--- config.mk ---
export PLATFORM = sky130hd
export DESIGN_NAME = shared_unit_arbiter
export DESIGN_NICKNAME = d
export VERILOG_FILES = /design/src/rtl/shared_unit_arbiter.sv
export SDC_FILE = /design/constraint.sdc
export NUM_CORES = 1
export LEC_CHECK = 0
export ABC_AREA = 1
export CAP_MARGIN = 20
export CORE_UTILIZATION = 24
export CTS_CLUSTER_SIZE = 30
export DETAILED_ROUTE_END_ITERATION = 8
export DONT_BUFFER_PORTS = 1
export SLEW_MARGIN = 5
export SYNTH_ARGS = -nofsm -noshare
export SYNTH_HDL_FRONTEND = slang
export SYNTH_SLANG_ARGS = --single-unit
--- constraint.sdc ---
create_clock -name clk -period 2.2 [get_ports clk]
set_input_delay 0.55 -clock clk [delete_from_list [all_inputs] [get_ports clk]]
set_output_delay 0.55 -clock clk [all_outputs]
set_load 0.02 [all_outputs]
--- src/rtl/shared_unit_arbiter.sv ---
// Two-requester arbiter in front of a single shared compute unit.
// One operation is in flight at a time: IDLE -> ISSUE -> WAIT -> RESP -> IDLE.
// Ties between requesters are broken round-robin on the last completed grant.
// An operation abandoned after TIMEOUT wait cycles completes with result 0
// and raises a sticky timeout flag.
module shared_unit_arbiter #(
  parameter int unsigned TIMEOUT = 8  // legal range 1..255
) (
  input  logic       clk,
  input  logic       rst_n,
  input  logic       req0,
  input  logic       req1,
  input  logic [4:0] op0,
  input  logic [4:0] op1,
  output logic       ack0,
  output logic       ack1,
  output logic       q0,
  output logic       q1,
  output logic       issue,
  output logic [4:0] issue_op,
  input  logic       res_valid,
  input  logic       res_q,
  output logic       busy,
  output logic       grant_id,
  output logic       timeout,
  input  logic       timeout_clr
);

  typedef enum logic [1:0] {
    StIdle,
    StIssue,
    StWait,
    StResp
  } state_e;

  // Value of the wait counter during the last permitted WAIT cycle.
  localparam logic [7:0] CntLast = 8'(TIMEOUT - 1);

  state_e     state_q, state_d;
  logic       grant_q, grant_d;
  logic       last_q, last_d;
  logic [4:0] op_q, op_d;
  logic       rslt_q, rslt_d;
  logic [7:0] cnt_q, cnt_d;
  logic       timeout_q, timeout_d;

  logic       pick;
  logic       timeout_set;

  // Round-robin pick: a lone requester wins, a tie goes to the one not served last.
  always_comb begin
    pick = 1'b0;
    if (req0 && req1) begin
      pick = ~last_q;
    end else if (req1) begin
      pick = 1'b1;
    end
  end

  // Next-state logic for the transaction FSM and its datapath registers.
  always_comb begin
    state_d     = state_q;
    grant_d     = grant_q;
    last_d      = last_q;
    op_d        = op_q;
    rslt_d      = rslt_q;
    cnt_d       = cnt_q;
    timeout_set = 1'b0;

    unique case (state_q)
      StIdle: begin
        // Operands are captured only here; later op changes are invisible.
        if (req0 || req1) begin
          grant_d = pick;
          op_d    = pick ? op1 : op0;
          state_d = StIssue;
        end
      end
      StIssue: begin
        cnt_d   = '0;
        state_d = StWait;
      end
      StWait: begin
        // A result arriving in the final wait cycle beats the timeout.
        if (res_valid) begin
          rslt_d  = res_q;
          state_d = StResp;
        end else if (cnt_q == CntLast) begin
          timeout_set = 1'b1;
          rslt_d      = 1'b0;
          state_d     = StResp;
        end else begin
          cnt_d = cnt_q + 8'd1;
        end
      end
      StResp: begin
        last_d  = grant_q;
        state_d = StIdle;
      end
      default: begin
        state_d = StIdle;
      end
    endcase

    // Setting wins over a simultaneous clear.
    timeout_d = timeout_set | (timeout_q & ~timeout_clr);
  end

  // State and datapath registers with synchronous active-low reset.
  always_ff @(posedge clk) begin
    if (!rst_n) begin
      state_q   <= StIdle;
      grant_q   <= 1'b0;
      last_q    <= 1'b1;
      op_q      <= '0;
      rslt_q    <= 1'b0;
      cnt_q     <= '0;
      timeout_q <= 1'b0;
    end else begin
      state_q   <= state_d;
      grant_q   <= grant_d;
      last_q    <= last_d;
      op_q      <= op_d;
      rslt_q    <= rslt_d;
      cnt_q     <= cnt_d;
      timeout_q <= timeout_d;
    end
  end

  // Outputs decoded from registered state only.
  always_comb begin
    issue    = (state_q == StIssue);
    issue_op = issue ? op_q : 5'd0;
    ack0     = (state_q == StResp) && !grant_q;
    ack1     = (state_q == StResp) && grant_q;
    q0       = ack0 & rslt_q;
    q1       = ack1 & rslt_q;
    busy     = (state_q != StIdle);
    grant_id = grant_q;
    timeout  = timeout_q;
  end

  // Protocol sanity checks.
  ack_onehot_a: assert property (@(posedge clk) disable iff (!rst_n) !(ack0 && ack1));
  issue_pulse_a: assert property (@(posedge clk) disable iff (!rst_n) issue |=> !issue);
  q_gated_a: assert property (@(posedge clk) disable iff (!rst_n) (!q0 || ack0) && (!q1 || ack1));

endmodule

* Word-level counts from Yosys, hierarchy flattened
Cells that the tools add are included.
Word-level totals: register bits 19, input port bits 17, output and inout bits 13
Cells by class: add/subtract/negate cells 1, equal/unequal tests 8, muxes and demuxes 16, bitwise logic cells 6, reduce and logical (&&, ||, !) cells 13
Operator list (count):
- $mux W8 | 2
- $pmux W8 S2 | 1
- $mux W5 | 2
- $add A8 B1 Y8 const B | 1
- $eq A8 B3 Y1 const B | 1
- $pmux W2 S4 | 1
- $mux W1 | 7
- $mux W2 | 3
- $ne A2 B2 Y1 const B | 3
- $reduce_and A2 Y1 | 3
- $reduce_bool A2 Y1 | 3
- $eq A2 B2 Y1 const B | 2
- $and A1 B1 Y1 | 3
- $logic_and A1 B1 Y1 | 3
- $ne A3 B3 Y1 const B | 1
- $reduce_and A3 Y1 | 1
- $eq A2 B1 Y1 const B | 1
- $logic_not A2 Y1 | 1
- $not A1 Y1 | 2
- $logic_not A1 Y1 | 1
- $logic_or A1 B1 Y1 | 1
- $or A1 B1 Y1 | 1

* Depth between registers and ports, before layout
Gate-level depths: netlist (run 1).
word-level depth 5, mapped depth 8, mapped depth without buffers 8

* Least setup slack after synthesis (run 1)
No wires, ideal clock.
kind reg2out, start point register state_q[1], end point output port q0, arrival 1024 ps, data required time 1650 ps, setup slack 626 ps, cell stages (with the launch flop) 4, cells stage by stage dfxtp_1 > ha_1 > inv_1 > nor3_1
Between the ends: word-level cells in the longest chain between the ends 3
RTL lines:
- from (decl) | line 39 | state_e state_q, state_d;
- from (signal assigned) | line 112 | state_q <= StIdle;
- from (signal assigned) | line 120 | state_q <= state_d;
- $eq A2 B2 Y1 | line 134 | ack0 = (state_q == StResp) && !grant_q;
- $logic_and A1 B1 Y1 | line 134
- $and A1 B1 Y1 | line 136 | q0 = ack0 & rslt_q;
- to (decl) | line 17 | output logic q0,
No other way between the ends.

* Worst setup path after layout (run 1)
start point register state_q[1], end point output port issue_op[3]
Between the ends: word-level cells in the longest chain between the ends 2
RTL lines:
- $eq A2 B1 Y1 | line 132 | issue = (state_q == StIssue);
- via issue | line 19 | output logic issue,
- $mux W5 | line 133 | issue_op = issue ? op_q : 5'd0;
- to (decl) | line 20 | output logic [4:0] issue_op,
The timed path passes the listed nets, and every way through them passes these cells.

==> reports/metrics.yaml, run 1 <==
layout_common_cells: "nand2_1, inv_1, dfxtp_1"
hold_path_class: "primary input to flop"
grt_remaining_overflow: 0
worst-setup-path-type: "flop to primary output"
clock_path_buffers: 2
worst_ir_drop_vdd_mv: 0.637
critical_path_required_ps: 1650
post_synth_num_cell_types: 19
synth-edff-count: 0
final_antenna_net_count: 0
drtPass1Iterations: 4
drt_first_iter_violations: 30
post-route-min-period_ps: 1910
drv_slew: 0
share_comb_of_total_power_pct: 47.1
clock_latency_ps: 260
placementRows: 24
status: "completed"
worst_clock_skew_ps: 2.73
die_w_um: 70.2
portbufs: 0
cts_inserted_buffers: 3
min_delay_worst_endpoint: "last_q"
power.share.switching_pct: 45.7
cts-resized-gates: 0
post-route-worst-setup-slack_ps: 295
post_synth_instance_area_mm2: 0.00112
finalCritPeriodShare_pct: 86.6
synthesis.instances: 175
synth_seq_area_share_pct: 34.0
syn_nets: 197
syn-mean-instance-area_um2: 6.38
layout.filler_cells: 498
maxClockFrequency_mhz: 525
die-area_mm2: 0.00493
rr_worst_depth: 7
post-cts-setup-buffer-count: 0
number_of_buffers_and_inverters_on_the_critical_path: 2
crit_family: "adder cells"
worstReg2RegEnd: "cnt_q[6]"
cts_root_buf: "clkbuf_8"
share_of_power_burned_in_registers_pct: 34.4
global_route.usage.total_pct: 10.4
layout.nets: 200
final_layout_size_suffix_gt1_share_pct: 5.65
setup_violations: 0
worst_setup_path_start_kind: "flop"
p_leak_uw: 0.000601
async_flop_share_pct: 0
power_frac_clock_pct: 18.5
viasPerCell: 4.52
drv.max_cap_violation_count: 0
hold_viol: 0
die_height_um: 70.2
switchingPower_uw: 644
clock_sinks: 19
peak_fanout_along_the_critical_path: 6
cp.arrival_ps: 1360
post_drt_wl_per_cell_um: 10.3
crit_path_frequent_cell: "inv_1"
setup.worst_path.end_class: "primary output"
synthFlopType: "dfxtp_1"
clock_transition_at_the_registers_of_the_reported_paths_ps: 80
place.gp.congestion: 0.753
slew_headroom_pct: 68.1
synth_seq_cells: 19
timing_worst_slew_pin_value_ps: 479
grt_first_pass_wirelength_um: 4230
io_pins: 30
hold_start: "rst_n"
critical_path_slowest_stage_cell: "ha_1"
layout_commonest_cell: "nand2_1"
initial_util_pct: 25.3
dp_worst_setup_slack_ps: 564
worstPathCellList: "inv_1, ha_1, nand2_1, inv_1"
core_region_area_mm2: 0.00441
grt_pass1_vias: 977
tns_ps: 0
whs_path_depth: 1
grt_max_degree: 16
syn2layout_area_growth_pct: 9.74
regToRegStartpoint: "state_q[0]"
p_per_area_mw_per_mm2: 1150
antennaDiodeCount: 0
cts_hold_buf: 0
totalWireLength_um: 2350
internal_power_uw: 766
r2r_setup_slack_ps: 610
detailed_place_hpwl_um: 1800
crit_path_max_incr_delay_ps: 400
routed-via-count: 1036
clock_tree_from_tritoncts: "built"
h-tree-depth: 1
drc: 0
grt_setup_unrepaired: "no"
grt_antenna_before_repair: 0
ys_warn_count: 0
synth_stat cells, types with 2 or more instances:
cell type / instances / area, um^2
nand4_1: 7 / 43.8
o21ai_0: 9 / 45.0
nand3_1: 10 / 50.1
dfxtp_1: 19 / 380
nand2_1: 47 / 176
ha_1: 5 / 62.6
inv_1: 34 / 128
nor2_1: 16 / 60.1
a21oi_1: 13 / 65.1
clkbuf_1: 2 / 7.51
a31oi_1: 5 / 31.3
power by group through the flow:
stage / Sequential [uW] / Clock [uW] / Combinational, uW
after floorplan: 477 / 0 / 562
after global placement: 491 / 0 / 670
after detailed placement: 491 / 0 / 673
after CTS: 484 / 271 / 675
after global routing: 497 / 289 / 775
final: 486 / 261 / 664
kinds of logic after synthesis:
group / after synthesis / share of synthesized area (%)
xor+xnor: 1 / 0.784
simple gates: 85 / 33.7
fa+ha+maj: 5 / 5.60
flops: 19 / 34.0
compound gates: 27 / 12.7
buf+inv: 38 / 13.2
final cells by class:
| class | count | area [um^2] | share of cell area, % |
|---|---|---|---|
| multi-input combinational | 118 | 589 | 48.1 |
| sequential | 19 | 380 | 31.0 |
| inverter | 34 | 128 | 10.4 |
| tap | 52 | 65.1 | 5.31 |
| clock buffer | 3 | 41.3 | 3.37 |
| timing repair buffer | 2 | 15.0 | 1.22 |
| clock inverter | 1 | 7.51 | 0.612 |
worst max path at each step:
stage | from | end | cells after the start
detailed placement | state_q[1] | issue_op[3] | 4
floorplan | state_q[1] | q0 | 3
global route | state_q[1] | issue_op[3] | 4
finish | state_q[1] | issue_op[3] | 4
global placement | state_q[1] | issue_op[3] | 4
CTS | state_q[1] | issue_op[3] | 4
worst register-to-register path, stage by stage (launching register included):
cell and delay, ps:
dfxtp_1 340, inv_1 100, ha_1 460, nand2_2 230, nand3_4 200, nand2_1 70
nand2_1 50, nor2_1 40
layer usage:
layer	share of wire (%)	routed length, um	GRT usage [%]	vias up
met5	0	0	0	-
met4	0	0	1.56	0
met2	49	1160	18.3	26
met3	4.6	109	2.74	0
met1	46	1080	12.8	455
li1	-	-	-	555
state kept, by name, summed over array words and instances, names as in the netlist:
name and cells:
state_q 2, timeout 1, op_q 5, grant_id 1, rslt_q 1, cnt_q 8, last_q 1
through the flow:
| step | cells | util, % | cell area, um^2 | power [uW] | hold WS [ps] |
|---|---|---|---|---|---|
| after floorplan | 175 | - | 1120 | 1040 | 429 |
| after detailed placement | 225 | 26.7 | 1180 | 1160 | 457 |
| after CTS | 229 | 27.8 | 1230 | 1430 | 363 |
| after global routing | 229 | 27.8 | 1230 | 1560 | 353 |
| after global placement | 225 | 26.7 | 1180 | 1160 | 448 |
| final | 229 | 27.8 | 1230 | 1410 | 369 |
(Power assumes the default switching activity.)
==> run 2, diff against run 1 <==
Settings changed: CORE_UTILIZATION 24 to 58, PLACE_DENSITY set to 0.74.
==> run 2 against run 1 <==
Against the previous run:
- setup slack got worse by 25 ps
- combinational power down 2%
- clock skew fell by 1.4 ps
- highest routed layer is now met4
- via count grew 1.8%
- critical endpoint is now issue_op[2]
- critical path depth stayed put
- register-to-register slack worse by 210 ps
- clock power is 33% lower
- maximum frequency is 1.3% lower
==> reports/metrics.yaml, run 2 (synthesis results as in run 1) <==
status: "completed"
cts_hold_buf: 0  # unchanged
grt_remaining_overflow: 0  # unchanged
post-route-min-period_ps: 1930  # +25.4 ps
layout_common_cells: "nand2_1, inv_1, dfxtp_1"
clock_transition_at_the_registers_of_the_reported_paths_ps: 110  # +30 ps
maxClockFrequency_mhz: 518  # -1.3%
setup.worst_path.end_class: "primary output"
grt_antenna_before_repair: 0  # unchanged
h-tree-depth: 1  # unchanged
grt_setup_unrepaired: "no"
detailed_place_hpwl_um: 1580  # -12%
worst_ir_drop_vdd_mv: 0.707  # +11%
worstPathCellList: "inv_1, ha_1, nand2_1, inv_1"
core_region_area_mm2: 0.00176  # -60%
global_route.usage.total_pct: 21.0  # +11 points
timing_worst_slew_pin_value_ps: 672  # +193 ps
final_layout_size_suffix_gt1_share_pct: 4.55  # -1.1 points
crit_path_frequent_cell: "inv_1"
number_of_flip_flops_under_the_largest_register_name: 8  # unchanged
rr_worst_depth: 6  # -1
layout_commonest_cell: "nand2_1"
worst-setup-path-type: "flop to primary output"
die_w_um: 45.9  # -35%
routed-via-count: 1055  # +1.8%
tns_ps: 0  # unchanged
cts-resized-gates: 0  # unchanged
crit_path_max_incr_delay_ps: 380  # -20 ps
clock_path_buffers: 2  # unchanged
worst_clock_skew_ps: 1.30  # -1.43 ps
viasPerCell: 5.25  # +16%
syn2layout_area_growth_pct: 4.03
final_antenna_net_count: 0  # unchanged
clock_latency_ps: 290  # +30 ps
post_drt_wl_per_cell_um: 10.6  # +3.4%
slew_headroom_pct: 55.2  # -13 points
portbufs: 0  # unchanged
peak_fanout_along_the_critical_path: 6  # unchanged
p_leak_uw: 0.000590  # -1.9%
whs_path_depth: 1  # unchanged
critical_path_required_ps: 1650  # about the same
crit_family: "adder cells"
io_pins: 30  # unchanged
totalWireLength_um: 2140  # -9.2%
worst_setup_path_start_kind: "flop"
critical_path_slowest_stage_cell: "ha_1"
drtPass1Iterations: 5  # +1
whs_ps: 349  # -20.1 ps
initial_util_pct: 63.3  # +38 points
hold_viol: 0  # unchanged
place.gp.congestion: 0.850  # +13%
layout_top_registers: "cnt_q (8), op_q (5), state_q (2)"
drv.max_cap_violation_count: 0  # unchanged
hold_path_class: "primary input to flop"
grt_max_degree: 16  # unchanged
cts_root_buf: "clkbuf_4"
cts_inserted_buffers: 3  # unchanged
grt_first_pass_wirelength_um: 3260  # -23%
drv_slew: 0  # unchanged
layout.nets: 199  # -0.50%
grt_pass1_vias: 772  # -21%
placementRows: 15  # -38%
die-area_mm2: 0.00211  # -57%
drc: 0  # unchanged
clock_tree_from_tritoncts: "built"
number_of_buffers_and_inverters_on_the_critical_path: 2  # unchanged
clock_sinks: 19  # unchanged
setup_violations: 0  # unchanged
finalCritPeriodShare_pct: 87.8  # +1.2 points
die_height_um: 45.9  # -35%
cp.arrival_ps: 1380  # +20 ps
p_per_area_mw_per_mm2: 1130  # -2.0%
most_flops_register: "cnt_q"
drt_first_iter_violations: 20  # -33%
post-cts-setup-buffer-count: 0  # unchanged
antennaDiodeCount: 0  # unchanged
path_depth: 4  # unchanged
-- run 2: final cells by class --
class | instances | area (um^2)
Clock buffer | 4 | 26.3
Fill cell | 173 | 602
Inverter | 34 | 128
Multi-Input combinational cell | 118 | 589
Sequential cell | 19 | 380
Tap cell | 25 | 31.3
Timing Repair Buffer | 1 | 7.51
-- run 2: worst paths after layout --
check | startpoint | endpoint | slack, ps
worst max-delay path | state_q[1] | issue_op[2] | 270
worst min-delay path | rst_n | last_q | 350
worst max register to register | state_q[0] | op_q[1] | 400
worst min register to register | rslt_q | rslt_q | 490
-- run 2: stage by stage --
stage | cells | total power [uW] | util [%] | cell area, um^2 | worst slack (ps)
2_1_floorplan | 175 | 1040 | - | 1120 | 626
4_1_cts | 201 | 1320 | 65.9 | 1160 | 247
3_3_place_gp | 197 | 1120 | 64.4 | 1140 | 502
6_report | 201 | 1310 | 65.9 | 1160 | 269
5_1_grt | 201 | 1430 | 65.9 | 1160 | 158
3_5_place_dp | 197 | 1140 | 64.4 | 1140 | 420
-- run 2: routing by layer --
layer	vias to the layer above	track usage (%)	routed length (um)
li1	554	-	-
met1	465	28.3	1010
met2	34	34.4	994
met3	2	4.37	126
met4	0	4.12	9
met5	-	0	0
-- run 2: power by group --
group / internal (uW) / switching (uW) / leakage, uW
Combinational: 200 / 452 / 0.000419
Clock: 70.5 / 106 / 0.0000150
Sequential: 425 / 56.5 / 0.000156
